===== src/rtl/shot_sequencer.sv =====
// shot_sequencer: run-level controller for the DSP shot datapath (dspclk domain).
// A start strobe clears the accumulators, then nshot trigger pulses are issued.
// After each trigger the block waits for the processing-done pulse and then
// idles for the programmed inter-shot delay. Abort and a per-shot watchdog
// can end a run early.
//
// Ports:
//   clk, reset      dspclk, asynchronous active-high reset
//   stb_start       1-cycle pulse, begins a run (ignored while busy)
//   stb_abort       1-cycle pulse, ends a run in progress
//   nshot           shots per run, latched at start
//   delayaftertrig  idle cycles between procdone and the next trigger, latched at start
//   timeout         watchdog limit per shot (0 = disabled), latched at start
//   procdone        1-cycle pulse from the DSP, current shot finished
//   stb_shot        1-cycle trigger per shot
//   stb_resetacc    1-cycle accumulator clear at run start
//   shotcnt         completed shots in the current/last run
//   lastshotdone    level, run completed all nshot shots
//   busy            level, run in progress
//   timeout_err     sticky, watchdog expired; cleared by the next accepted start
module shot_sequencer #(
    parameter int unsigned NSHOTWIDTH   = 20,
    parameter int unsigned DELAYWIDTH   = 16,
    parameter int unsigned TIMEOUTWIDTH = 24
) (
    input  logic                    clk,
    input  logic                    reset,
    input  logic                    stb_start,
    input  logic                    stb_abort,
    input  logic [NSHOTWIDTH-1:0]   nshot,
    input  logic [DELAYWIDTH-1:0]   delayaftertrig,
    input  logic [TIMEOUTWIDTH-1:0] timeout,
    input  logic                    procdone,
    output logic                    stb_shot,
    output logic                    stb_resetacc,
    output logic [NSHOTWIDTH-1:0]   shotcnt,
    output logic                    lastshotdone,
    output logic                    busy,
    output logic                    timeout_err
);

    typedef enum logic [2:0] {
        S_IDLE,
        S_CLEAR,
        S_TRIG,
        S_WAIT,
        S_DELAY
    } state_t;

    state_t                  state_q, state_d;
    logic [NSHOTWIDTH-1:0]   nshot_q, nshot_d;
    logic [DELAYWIDTH-1:0]   delay_q, delay_d;
    logic [TIMEOUTWIDTH-1:0] timeout_q, timeout_d;
    logic [DELAYWIDTH-1:0]   dly_cnt_q, dly_cnt_d;
    logic [TIMEOUTWIDTH-1:0] wd_cnt_q, wd_cnt_d;
    logic [NSHOTWIDTH-1:0]   shotcnt_q, shotcnt_d;
    logic                    lastshotdone_q, lastshotdone_d;
    logic                    timeout_err_q, timeout_err_d;
    logic                    stb_shot_q, stb_shot_d;
    logic                    stb_resetacc_q, stb_resetacc_d;
    logic                    busy_q, busy_d;
    logic [NSHOTWIDTH-1:0]   shot_inc;

    always_comb begin
        state_d        = state_q;
        nshot_d        = nshot_q;
        delay_d        = delay_q;
        timeout_d      = timeout_q;
        dly_cnt_d      = dly_cnt_q;
        wd_cnt_d       = wd_cnt_q;
        shotcnt_d      = shotcnt_q;
        lastshotdone_d = lastshotdone_q;
        timeout_err_d  = timeout_err_q;
        stb_shot_d     = 1'b0;
        stb_resetacc_d = 1'b0;
        shot_inc       = shotcnt_q + 1'b1;

        // Pulse outputs are registered, so each is raised on the transition
        // into the state that owns it.
        case (state_q)
            S_IDLE: begin
                if (stb_start) begin
                    timeout_err_d = 1'b0;
                    if (nshot != '0) begin
                        nshot_d        = nshot;
                        delay_d        = delayaftertrig;
                        timeout_d      = timeout;
                        lastshotdone_d = 1'b0;
                        stb_resetacc_d = 1'b1;
                        state_d        = S_CLEAR;
                    end else begin
                        lastshotdone_d = 1'b1;
                        shotcnt_d      = '0;
                    end
                end
            end
            S_CLEAR: begin
                shotcnt_d  = '0;
                stb_shot_d = 1'b1;
                state_d    = S_TRIG;
            end
            S_TRIG: begin
                wd_cnt_d = '0;
                state_d  = S_WAIT;
            end
            S_WAIT: begin
                // wd_cnt_d counts cycles elapsed since the trigger pulse.
                wd_cnt_d = wd_cnt_q + 1'b1;
                if (procdone) begin
                    shotcnt_d = shot_inc;
                    if (shot_inc == nshot_q) begin
                        lastshotdone_d = 1'b1;
                        state_d        = S_IDLE;
                    end else if (delay_q == '0) begin
                        stb_shot_d = 1'b1;
                        state_d    = S_TRIG;
                    end else begin
                        dly_cnt_d = delay_q;
                        state_d   = S_DELAY;
                    end
                end else if (timeout_q != '0 &&
                             wd_cnt_d >= TIMEOUTWIDTH'(timeout_q - 1'b1)) begin
                    timeout_err_d = 1'b1;
                    state_d       = S_IDLE;
                end
            end
            S_DELAY: begin
                if (dly_cnt_q == DELAYWIDTH'(1)) begin
                    stb_shot_d = 1'b1;
                    state_d    = S_TRIG;
                end else begin
                    dly_cnt_d = dly_cnt_q - 1'b1;
                end
            end
            default: state_d = S_IDLE;
        endcase

        // Abort overrides every other event of the cycle, including a
        // simultaneous procdone (shotcnt holds) and any pulse about to fire.
        if (stb_abort && state_q != S_IDLE) begin
            state_d        = S_IDLE;
            stb_shot_d     = 1'b0;
            stb_resetacc_d = 1'b0;
            shotcnt_d      = shotcnt_q;
            lastshotdone_d = lastshotdone_q;
            timeout_err_d  = timeout_err_q;
        end

        busy_d = (state_d != S_IDLE);
    end

    always_ff @(posedge clk or posedge reset) begin
        if (reset) begin
            state_q        <= S_IDLE;
            nshot_q        <= '0;
            delay_q        <= '0;
            timeout_q      <= '0;
            dly_cnt_q      <= '0;
            wd_cnt_q       <= '0;
            shotcnt_q      <= '0;
            lastshotdone_q <= 1'b0;
            timeout_err_q  <= 1'b0;
            stb_shot_q     <= 1'b0;
            stb_resetacc_q <= 1'b0;
            busy_q         <= 1'b0;
        end else begin
            state_q        <= state_d;
            nshot_q        <= nshot_d;
            delay_q        <= delay_d;
            timeout_q      <= timeout_d;
            dly_cnt_q      <= dly_cnt_d;
            wd_cnt_q       <= wd_cnt_d;
            shotcnt_q      <= shotcnt_d;
            lastshotdone_q <= lastshotdone_d;
            timeout_err_q  <= timeout_err_d;
            stb_shot_q     <= stb_shot_d;
            stb_resetacc_q <= stb_resetacc_d;
            busy_q         <= busy_d;
        end
    end

    assign stb_shot     = stb_shot_q;
    assign stb_resetacc = stb_resetacc_q;
    assign shotcnt      = shotcnt_q;
    assign lastshotdone = lastshotdone_q;
    assign busy         = busy_q;
    assign timeout_err  = timeout_err_q;

endmodule


===== config.mk =====
export PLATFORM = sky130hd
export DESIGN_NAME = shot_sequencer
export DESIGN_NICKNAME = d
export VERILOG_FILES = /design/src/rtl/shot_sequencer.sv
export SDC_FILE = /design/constraint.sdc
export NUM_CORES = 1
export LEC_CHECK = 0
export ABC_AREA = 1
export CORE_AREA = 2 2 155 157
export CTS_BUF_LIST = sky130_fd_sc_hd__clkbuf_16
export CTS_CLUSTER_DIAMETER = 40
export DETAILED_ROUTE_END_ITERATION = 8
export DIE_AREA = 0 0 157 159
export GPL_ROUTABILITY_DRIVEN = 1
export SYNTH_ARGS = -nofsm -noshare
export SYNTH_HDL_FRONTEND = slang
export SYNTH_SLANG_ARGS = --single-unit

===== constraint.sdc =====
create_clock -name clk -period 8.7 [get_ports clk]
set_input_delay 0.87 -clock clk [delete_from_list [all_inputs] [get_ports clk]]
set_output_delay 0.87 -clock clk [all_outputs]
set_load 0.1 [all_outputs]

==> results.sh <==
export IMPL_holdWs_ns=0.4936
export IMPL_worst_pin_slew_ns=1.160
export IMPL_grt_pass1_vias=7007
export IMPL_yosys_warnings=0
export IMPL_totalNegativeSetupSlack_ns=0
export IMPL_die_w_microns=157
export IMPL_final_setup_skew_ns=0.01494
export IMPL_routedWlPerCell_microns=14.44
export IMPL_initial_core_util_pct=34.46
export IMPL_drtPass1Iterations=5
export IMPL_cts_hold_fix_buffers=0
export IMPL_maxcap_viol_count=0
export IMPL_initialDrtViolationCount=513
export IMPL_netlist_area_sq_um=7991
export IMPL_critical_path_slowest_cell="sky130_fd_sc_hd__dfrtp_1"
export IMPL_place_gp_congestion=0.8325
export IMPL_finish_net_count=1270
export IMPL_drc=0
export IMPL_layout_cell_share_with_drive_strength_beyond_1_pct=6.229
export IMPL_worstHoldPathType="reg -> reg"
export IMPL_cts_reportedPaths_clkPinSlew_ns=0.06
export IMPL_multiInputGateArea_sq_um=4080
export IMPL_seq_area_sq_um=3203
export IMPL_post_route_util_pct=42.12
export IMPL_place_detailed_hpwl_microns=16290
export IMPL_synthArstFlopShare_pct=100.0
export IMPL_vias=7392
export IMPL_synthesis_nets=1183
export IMPL_netlist_cell_type_count=45
export IMPL_antennaDiodeCount=0
export IMPL_nFillCells=2397
export IMPL_setup_repair_after_global_routing_missed_its_margin="false"
export IMPL_run_status="complete, no violations"
export IMPL_worst_ep_arrival_time_ns=4.06
export IMPL_syn_mean_instance_area_sq_um=7.345
export IMPL_synth_ff_type="sky130_fd_sc_hd__dfrtp_1"
export IMPL_achievable_frequency_mhz=266.3
export IMPL_globalRouteTotalUtil_pct=18.14
export IMPL_layout_common_cells="sky130_fd_sc_hd__nand2_1, sky130_fd_sc_hd__inv_1, sky130_fd_sc_hd__dfrtp_1"
export IMPL_max_slew_margin_rel_pct=22.38
export IMPL_synth_top_cell_by_area="sky130_fd_sc_hd__dfrtp_1"
export IMPL_ctsResizeCount=0
export IMPL_core_area_sq_um=23190
export IMPL_final_min_clock_period_ns=3.755
export IMPL_detail_route_wirelength_microns=21760
export IMPL_numCtsBuffers=17
export IMPL_buffer_ports_inserted=89
export IMPL_cp_common_cell="sky130_fd_sc_hd__nand2_1"
export IMPL_instance_count_of_the_mapped_netlist=1088
export IMPL_timing_max_transition_violations_final=0
export IMPL_antenna_left=0
export IMPL_yosys_register_bits=128
export IMPL_number_of_enable_flip_flop_cells_after_synthesis=0
export IMPL_cts_sink_count=128
export IMPL_clock_tree_from_tritoncts="built"
export IMPL_worst_endpoint_required_ns=9.01
export IMPL_final_min_period_over_clock_period_pct=43.16
export IMPL_die_height_microns=159
export IMPL_ioPinCount=90
export IMPL_cts_max_path_bufs=2
export IMPL_layout_cells_most_common="sky130_fd_sc_hd__nand2_1"
export IMPL_grt_remaining_overflow=0
export IMPL_crit_path_max_fanout=6
export IMPL_grt_antenna_before_repair=0
export IMPL_post_drt_via_cell_ratio=4.905
export IMPL_setup_worst_path_class="reg -> reg"
export IMPL_worstSkewPairLatency_ns=0.43
export IMPL_grt_max_degree=74
export IMPL_area_delta_synth_final_pct=22.25
export IMPL_floorplan_rows=56
export IMPL_post_synth_main_area_contributors="sky130_fd_sc_hd__dfrtp_1, sky130_fd_sc_hd__nand2_1, sky130_fd_sc_hd__inv_1"
export IMPL_seq_area_frac_synth_pct=40.08
export IMPL_cts_max_level=4
export IMPL_clock_root_buffer_master="sky130_fd_sc_hd__clkbuf_16"
export IMPL_critical_path_max_stage_delay_ns=0.42
export IMPL_post_cts_buffers=0
export IMPL_power_density_cell_area_nw_per_um2=272.2
export IMPL_cp_start_kind="flop"
export IMPL_worst_setup_path_end_kind="flop"
export IMPL_grt_first_pass_wirelength_microns=36090
export IMPL_fp_dieArea_sq_um=24960
export IMPL_finalSetupViolCount=0
export IMPL_max_vdd_ir_drop_uv=164.1
export IMPL_total_leakage_power_nw=4.533
export IMPL_hold_viol_final=0
export IMPL_synth_top_area_share_pct=40.08
==> kinds of logic (layout without fill, tap and decap cells) <==
logic type      Yosys count  in the layout  share of synthesized area (%)
flops                   128            128                          40.08
compound gates          168            168                          11.54
xor+xnor                 39             39                          4.274
buf+inv                 187            287                          9.018
simple gates            536            536                          30.39
fa+ha+maj                30             30                          4.697
==> flip-flops by register name (all words and copies together), names as in the netlist <==
| register | cells |
|---|---|
| timeout_err | 1 |
| stb_shot | 1 |
| stb_resetacc | 1 |
| busy | 1 |
| shotcnt | 20 |
| timeout_q | 24 |
| nshot_q | 20 |
| state_q | 3 |
| dly_cnt_q | 16 |
| wd_cnt_q | 24 |
| delay_q | 16 |
| lastshotdone | 1 |
==> worst max-delay path, delay by kind of cell (launching register included) <==
family          cells  cell delay [ns]
fa+ha+maj           2             0.51
buf+inv             2             0.10
simple gates       21             2.48
compound gates      1             0.15
flops               1             0.42
==> synth_stat cells (3+ instances only) <==
cell	instances
sky130_fd_sc_hd__nor4_1	13
sky130_fd_sc_hd__nor3_1	21
sky130_fd_sc_hd__nor2_1	77
sky130_fd_sc_hd__a31oi_1	4
sky130_fd_sc_hd__nand2_1	288
sky130_fd_sc_hd__nor2_2	7
sky130_fd_sc_hd__o22ai_1	22
sky130_fd_sc_hd__nand4_1	20
sky130_fd_sc_hd__nand2_2	4
sky130_fd_sc_hd__nand3_2	6
sky130_fd_sc_hd__or2_2	3
sky130_fd_sc_hd__o21ai_0	103
sky130_fd_sc_hd__xor2_1	37
sky130_fd_sc_hd__inv_1	159
sky130_fd_sc_hd__nor2_4	3
sky130_fd_sc_hd__a21oi_1	19
sky130_fd_sc_hd__clkbuf_1	19
sky130_fd_sc_hd__o21ai_1	7
sky130_fd_sc_hd__ha_1	30
sky130_fd_sc_hd__dfrtp_1	128
sky130_fd_sc_hd__nand3_1	76
sky130_fd_sc_hd__o21ai_2	7
==> power breakdown <==
group	total, W	leakage (nW)	switching (W)	internal (W)
Sequential	0.000927	1.66	0.000145	0.000782
Combinational	0.00105	2.60	0.000706	0.000339
Clock	0.000687	0.269	0.000273	0.000413
==> per-layer routing <==
metal | wire, microns | GRT usage, % | vias to the layer above
li1 | - | - | 3722
met1 | 10080 | 24.80 | 3476
met2 | 10250 | 28.67 | 167
met3 | 982 | 3.674 | 27
met4 | 449 | 6.005 | 0
met5 | 0 | 0 | -
==> path summary, 6_finish.rpt <==
check                                         from                         to  slack [ns]  cells after the start
max                        wd_cnt_q[0]$_DFFE_PP0P_             busy$_DFF_PP0_        4.95                     26
min                         nshot_q[0]$_DFFE_PP0P_     nshot_q[0]$_DFFE_PP0P_        0.49                      2
max reg2reg                wd_cnt_q[0]$_DFFE_PP0P_             busy$_DFF_PP0_        4.95                     26
min reg2reg                 nshot_q[0]$_DFFE_PP0P_     nshot_q[0]$_DFFE_PP0P_        0.49                      2
max in group asynchronous                    reset  dly_cnt_q[10]$_DFFE_PP0P_        6.37                      3
min in group asynchronous                    reset   timeout_q[5]$_DFFE_PP0P_        0.96                      2
==> metrics by stage <==
step | total power [W] | worst slack, ns | cell area, sq um | std cells
after floorplan | 0.001681 | 4.417 | 7991 | 1088
after global placement | 0.001970 | 5.081 | 9215 | 1475
after detailed placement | 0.001985 | 5.012 | 9215 | 1475
after CTS | 0.002681 | 4.996 | 9769 | 1507
after global routing | 0.002875 | 4.451 | 9769 | 1507
final | 0.002659 | 4.945 | 9769 | 1507
==> cell type report <==
cell class              instances  share of cell area (%)
clock buffers                  17                   4.355
clock inverters                15                   1.319
inverters                     162                   6.263
multi-input cells             773                   41.76
flip-flops and latches        128                   32.79
well taps                     319                   4.086
repair buffers                 93                   9.426
Power figures use the tool's default switching activity.
